`src/rtl/wb_arb_pkg.sv`:
```
// Shared types and defaults for the register-file write-port arbiter.
package wb_arb_pkg;
  localparam int XLEN             = 32;
  localparam int REG_ADDR_W       = 5;
  localparam int DEF_DEPTH        = 2;
  localparam int DEF_STARVE_LIMIT = 8;
  localparam int DEF_CNT_W        = 4;

  typedef struct packed {
    logic [REG_ADDR_W-1:0] rd;
    logic [XLEN-1:0]       data;
  } wb_entry_t;
endpackage

```
`src/rtl/wb_arb_fifo.sv`:
```
// Small synchronous FIFO buffering long-latency-unit results.
// With WB_PORT_SCOREBOARD_EN it also exposes a mask of pending destination registers.
module wb_arb_fifo
  import wb_arb_pkg::*;
#(
  parameter int DEPTH = DEF_DEPTH
) (
  input  logic      clk,
  input  logic      rst,
  input  logic      push,
  input  wb_entry_t push_entry,
  input  logic      pop,
  output logic      full,
  output logic      empty,
  output wb_entry_t head
`ifdef WB_PORT_SCOREBOARD_EN
  ,
  output logic [XLEN-1:0] pending_mask
`endif
);
  localparam int AW = $clog2(DEPTH);

  // Extra MSB on each pointer separates full from empty when the slots match.
  logic [AW:0] wptr, rptr;
  wb_entry_t   mem [DEPTH];

  always_ff @(posedge clk or negedge rst) begin
    if (!rst) begin
      wptr <= '0;
      rptr <= '0;
    end else begin
      if (push) wptr <= wptr + 1'b1;
      if (pop)  rptr <= rptr + 1'b1;
    end
  end

  always_ff @(posedge clk) begin
    if (push) mem[wptr[AW-1:0]] <= push_entry;
  end

  assign empty = (wptr == rptr);
  assign full  = (wptr[AW] != rptr[AW]) && (wptr[AW-1:0] == rptr[AW-1:0]);
  assign head  = mem[rptr[AW-1:0]];

`ifdef WB_PORT_SCOREBOARD_EN
  logic [AW:0]   count;
  logic [AW-1:0] slot;

  assign count = wptr - rptr;

  // Only slots between read and write pointer hold live entries.
  always_comb begin
    pending_mask = '0;
    slot         = '0;
    for (int i = 0; i < DEPTH; i++) begin
      slot = rptr[AW-1:0] + AW'(i);
      if ((AW+1)'(i) < count) pending_mask[mem[slot].rd] = 1'b1;
    end
    pending_mask[0] = 1'b0;
  end
`endif
endmodule

```
`src/rtl/wb_port_arbiter.sv`:
```
// Register-file write-port arbiter: pipeline writeback wins, LU results drain into idle cycles.
// Optional pending-register mask output enabled by WB_PORT_SCOREBOARD_EN.
module wb_port_arbiter
  import wb_arb_pkg::*;
#(
  parameter int DEPTH        = DEF_DEPTH,
  parameter int STARVE_LIMIT = DEF_STARVE_LIMIT,
  parameter int CNT_W        = DEF_CNT_W
) (
  input  logic                  clk,
  input  logic                  rst,
  input  logic                  RegWriteW,
  input  logic [REG_ADDR_W-1:0] RdW,
  input  logic [XLEN-1:0]       ResultW,
  input  logic                  lu_valid,
  input  logic [REG_ADDR_W-1:0] lu_rd,
  input  logic [XLEN-1:0]       lu_data,
  output logic                  lu_ready,
  output logic                  rf_we,
  output logic [REG_ADDR_W-1:0] rf_rd,
  output logic [XLEN-1:0]       rf_wd,
  output logic                  stall_req
`ifdef WB_PORT_SCOREBOARD_EN
  ,
  output logic [XLEN-1:0]       pending_mask
`endif
);
  logic      pw;
  logic      full, empty;
  logic      push, pop;
  wb_entry_t head;
  logic [CNT_W-1:0] wait_cnt;

  // A write to x0 is a no-op, so that cycle is free for the FIFO.
  assign pw       = RegWriteW && (RdW != '0);
  assign lu_ready = rst && !full;
  assign push     = lu_valid && lu_ready && (lu_rd != '0);
  assign pop      = !pw && !empty;

  wb_arb_fifo #(.DEPTH(DEPTH)) u_fifo (
    .clk        (clk),
    .rst        (rst),
    .push       (push),
    .push_entry ('{rd: lu_rd, data: lu_data}),
    .pop        (pop),
    .full       (full),
    .empty      (empty),
    .head       (head)
`ifdef WB_PORT_SCOREBOARD_EN
    ,
    .pending_mask (pending_mask)
`endif
  );

  always_comb begin
    rf_we = 1'b0;
    rf_rd = '0;
    rf_wd = '0;
    if (rst) begin
      if (pw) begin
        rf_we = 1'b1;
        rf_rd = RdW;
        rf_wd = ResultW;
      end else if (!empty) begin
        rf_we = 1'b1;
        rf_rd = head.rd;
        rf_wd = head.data;
      end
    end
  end

  // Counts cycles the head is denied the port; saturates so stall_req holds until it pops.
  always_ff @(posedge clk or negedge rst) begin
    if (!rst) begin
      wait_cnt <= '0;
    end else if (empty || pop) begin
      wait_cnt <= '0;
    end else if (wait_cnt != CNT_W'(STARVE_LIMIT)) begin
      wait_cnt <= wait_cnt + 1'b1;
    end
  end

  assign stall_req = (wait_cnt == CNT_W'(STARVE_LIMIT));
endmodule
```
`config.mk`:
```
export PLATFORM = sky130hd
export DESIGN_NAME = wb_port_arbiter
export DESIGN_NICKNAME = d
export VERILOG_FILES = /design/src/rtl/wb_arb_pkg.sv /design/src/rtl/wb_arb_fifo.sv /design/src/rtl/wb_port_arbiter.sv
export SDC_FILE = /design/constraint.sdc
export NUM_CORES = 1
export LEC_CHECK = 0
export BUFFER_PORTS_ARGS = -buffer_cell sky130_fd_sc_hd__buf_2
export CORE_MARGIN = 2
export CORE_UTILIZATION = 35
export CTS_CLUSTER_SIZE = 12
export DETAILED_ROUTE_END_ITERATION = 10
export MAX_ROUTING_LAYER = met4
export PLACE_DENSITY = 0.57
export SYNTH_ARGS = -nofsm -noshare
export SYNTH_HDL_FRONTEND = slang
export SYNTH_SLANG_ARGS = --single-unit
```
`constraint.sdc`:
```
create_clock -name clk -period 11.78 [get_ports clk]
set_input_delay 0.589 -clock clk [delete_from_list [all_inputs] [get_ports clk]]
set_output_delay 0.589 -clock clk [all_outputs]
set_load 0.1 [all_outputs]
```
==> impl_metrics.toml <==
[hold_path]
hold_class = "in2async"

[power]
p_switching_uw = 513
ir_worst_vdd_v = 0.000138
p_clk_share_pct = 17.3
totalPowerFinal_uw = 1130
p_seq_share_pct = 37.4
power_density_mw_per_mm2 = 241
internal_power_uw = 614
cellLeakagePower_uw = 0.00186
p_sw_share_pct = 45.5
pwr-share-comb_pct = 45.3

[cts]
cts_tree = "done"
post-cts-setup-buffers = 0
cts.sinks = 82
clock_latency_ns = 0.34
cts_resized = 0
path_clk_slew_ns = 0.08
ctsHoldBuffers = 0
clock_path_buffers = 2
cts-buffers-inserted = 9
htree_levels = 3
root_buffer = "clkbuf_8"

[cells_and_area]
nNetsFinal = 480
final_layout_size_suffix_gt1_share_pct = 43.5
diodes = 0
final_cell_area_sq_mm = 0.00469
final_cells = 545
areaGrowthSynthToFinish_pct = 22.8
num-fill-cells = 1046

[timing]
rsz0062_at_grt = "no"
relSlewSlack_pct = 24.9
fin_setup_tns_ns = 0
hold_viol_final = 0
worst_slew_pin_slew_ns = 1.12
fin_crit_sh_pct = 32.6
holdWs_ns = 0.342
fin_crit_ns = 3.84
max_freq_mhz = 260
setup_viol = 0
maxSlewViolCount = 0
clock_skew_ns = 0.00872

[floorplanning]
die_y_microns = 108
core.rowCount = 38
dieArea_sq_mm = 0.0118
die_w_microns = 108
ios = 118
coreArea_sq_mm = 0.0107
start_util_pct = 35.5

[outcome]
outcome = "complete, no violations"

[logic_synthesis]
synth_area_leaders = "edfxtp_1 (58%), mux2_2 (11%), a21boi_1 (5.9%)"
synth_fp_nets = 369
ys_seq_area_share_pct = 63.4
postSynthCellCount = 289
synth_seq_cells = 82
syn_area_sq_mm = 0.00382
yosysTopAreaCellShare_pct = 58.2
synth_area_leader_cell = "edfxtp_1"
yosys_warnings = 0
syn_area_per_cell_sq_um = 13.2
yosysUniqueCellTypes = 24

[setup_path]
endpoint_kind = "output pin"
criticalPathCategory = "reg2out"
crit_arrival_ns = 3.25
path_max_fanout = 41
crit_chain = "xnor2_1 > nand2_1 > buf_4 > nand3_1 > a21boi_1 > buf_2"
critPathLaunchType = "flop"
max_stage_delay_ns = 1.02
worstPathRequired_ns = 11.19
r2r_cells = 4
ff2ff_setup_slack_ns = 8.65
cp_slowest_cell = "dfrtp_2"

[place]
gp_congestion = 0.707
dp_cells = 529
port_buffers = 117
place_hpwl_microns = 5300
dpl-instance-area_sq_mm = 0.00450

[routing]
drcViolationCount = 0
drt-initial-drc-count = 88
route.met3.wl_microns = 423
first_pass_iters = 4
dr.max_layer_used = "met4"
met2_length_microns = 4110
drt-met1-wl_microns = 3680
ant_nets = 0
post_drt_wl_per_cell_microns = 15.2
vias_per_cell = 4.77
routed_wl_microns = 8290
num_vias = 2601

[grt]
grt-ovfl-total = 0
grt_first_pass_wirelength_microns = 12800
antenna_found_initial = 0
grtUsageTotal_pct = 15.0
grt_max_degree = 50
grt_pass1_vias = 2630

[flow_run]
maxCapViolCount = 0
## metal layers
layer,up-vias,global-route usage (%)
met5,-,-
met4,0,5.40
met3,7,3.56
met2,81,25.1
met1,1237,17.5
li1,1276,-
## worst max-delay path, delay by kind of cell (launching register included)
| family | cells | cell delay (ns) |
|---|---|---|
| DFF | 1 | 1.02 |
| buffers and inverters | 2 | 0.83 |
| and+or+nand+nor | 2 | 0.74 |
| AOI/OAI and AO/OA | 1 | 0.19 |
| xor gates and xnor gates | 1 | 0.12 |
## kinds of logic (layout without fill, tap and decap cells)
family	Yosys count	count (layout)	share of synthesized area, %
simple gates	92	92	10.8
flops	82	82	63.4
compound gates	41	41	8.09
mux	38	38	11.2
buf+inv	24	140	3.51
xor+xnor	10	10	2.29
fa+ha+maj	2	2	0.655
## power groups by stage
stage / Sequential [uW] / Combinational (uW) / Clock (uW)
2_1_floorplan: 397 / 448 / 0
3_3_place_gp: 427 / 513 / 0
3_5_place_dp: 429 / 517 / 0
4_1_cts: 423 / 519 / 204
5_1_grt: 430 / 546 / 213
6_report: 421 / 511 / 195
## sequential cells by signal (all words and copies together), names as in the netlist
signal       cells
u_fifo.mem      74
wait_cnt         4
u_fifo.rptr      2
u_fifo.wptr      2
## layout make-up
type	count	area, sq um	share of cell area (%)
flip-flops and latches	82	2420	51.7
well taps	140	175	3.74
clock inverters	4	52.6	1.12
inverters	3	11.3	0.240
repair buffers	121	616	13.1
clock buffers	12	135	2.88
multi-input cells	183	1270	27.2
## cells in the final DEF (no fill, tap or decap)
master      instances
a21boi_0            5
dfrtp_1             7
o21ai_0             3
bufinv_16           1
edfxtp_1           74
dfrtp_2             1
or4_1               1
clkbuf_8            9
a21boi_1           30
nor3_1              1
inv_1               3
buf_2             117
nor3_2              1
buf_4               4
clkbuf_1            3
nor2_1              5
xnor2_1             6
ha_1                2
mux2i_1             1
clkinvlp_4          3
mux2_2             37
o21ai_4             1
nor2b_4             1
o21a_1              2
nand2_1            42
nor3b_1             1
xor2_1              4
or4_4               1
nand3_1            39
## synthesized netlist by cell type (all sizes together)
cell	number
nor3	2
nor2b	1
inv	3
ha	2
xnor2	6
xor2	4
dfrtp	8
nand3	39
or4	2
o21ai	4
a21boi	35
nor3b	1
mux2i	1
nor2	5
nand2	42
o21a	2
mux2	37
edfxtp	74
clkbuf	6
buf	15
## metrics by stage
step | util (%) | setup slack [ns]
global placement | 41.9 | 8.25
global route | 43.6 | 7.59
detailed placement | 41.9 | 8.23
finish | 43.6 | 7.94
floorplan | - | 7.50
CTS | 43.6 | 7.83
## worst paths after layout
check | start | endpoint
hold / removal | rst | wait_cnt[2]
hold reg to reg | u_fifo.wptr[1] | u_fifo.wptr[1]
setup / recovery | u_fifo.rptr[0] | rf_wd[24]
max in group asynchronous | rst | u_fifo.rptr[0]
min in group clk | lu_data[19] | u_fifo.mem[1][19]
setup reg to reg | u_fifo.rptr[0] | u_fifo.mem[0][12]
No activity file was read; power rests on OpenSTA's default activity.
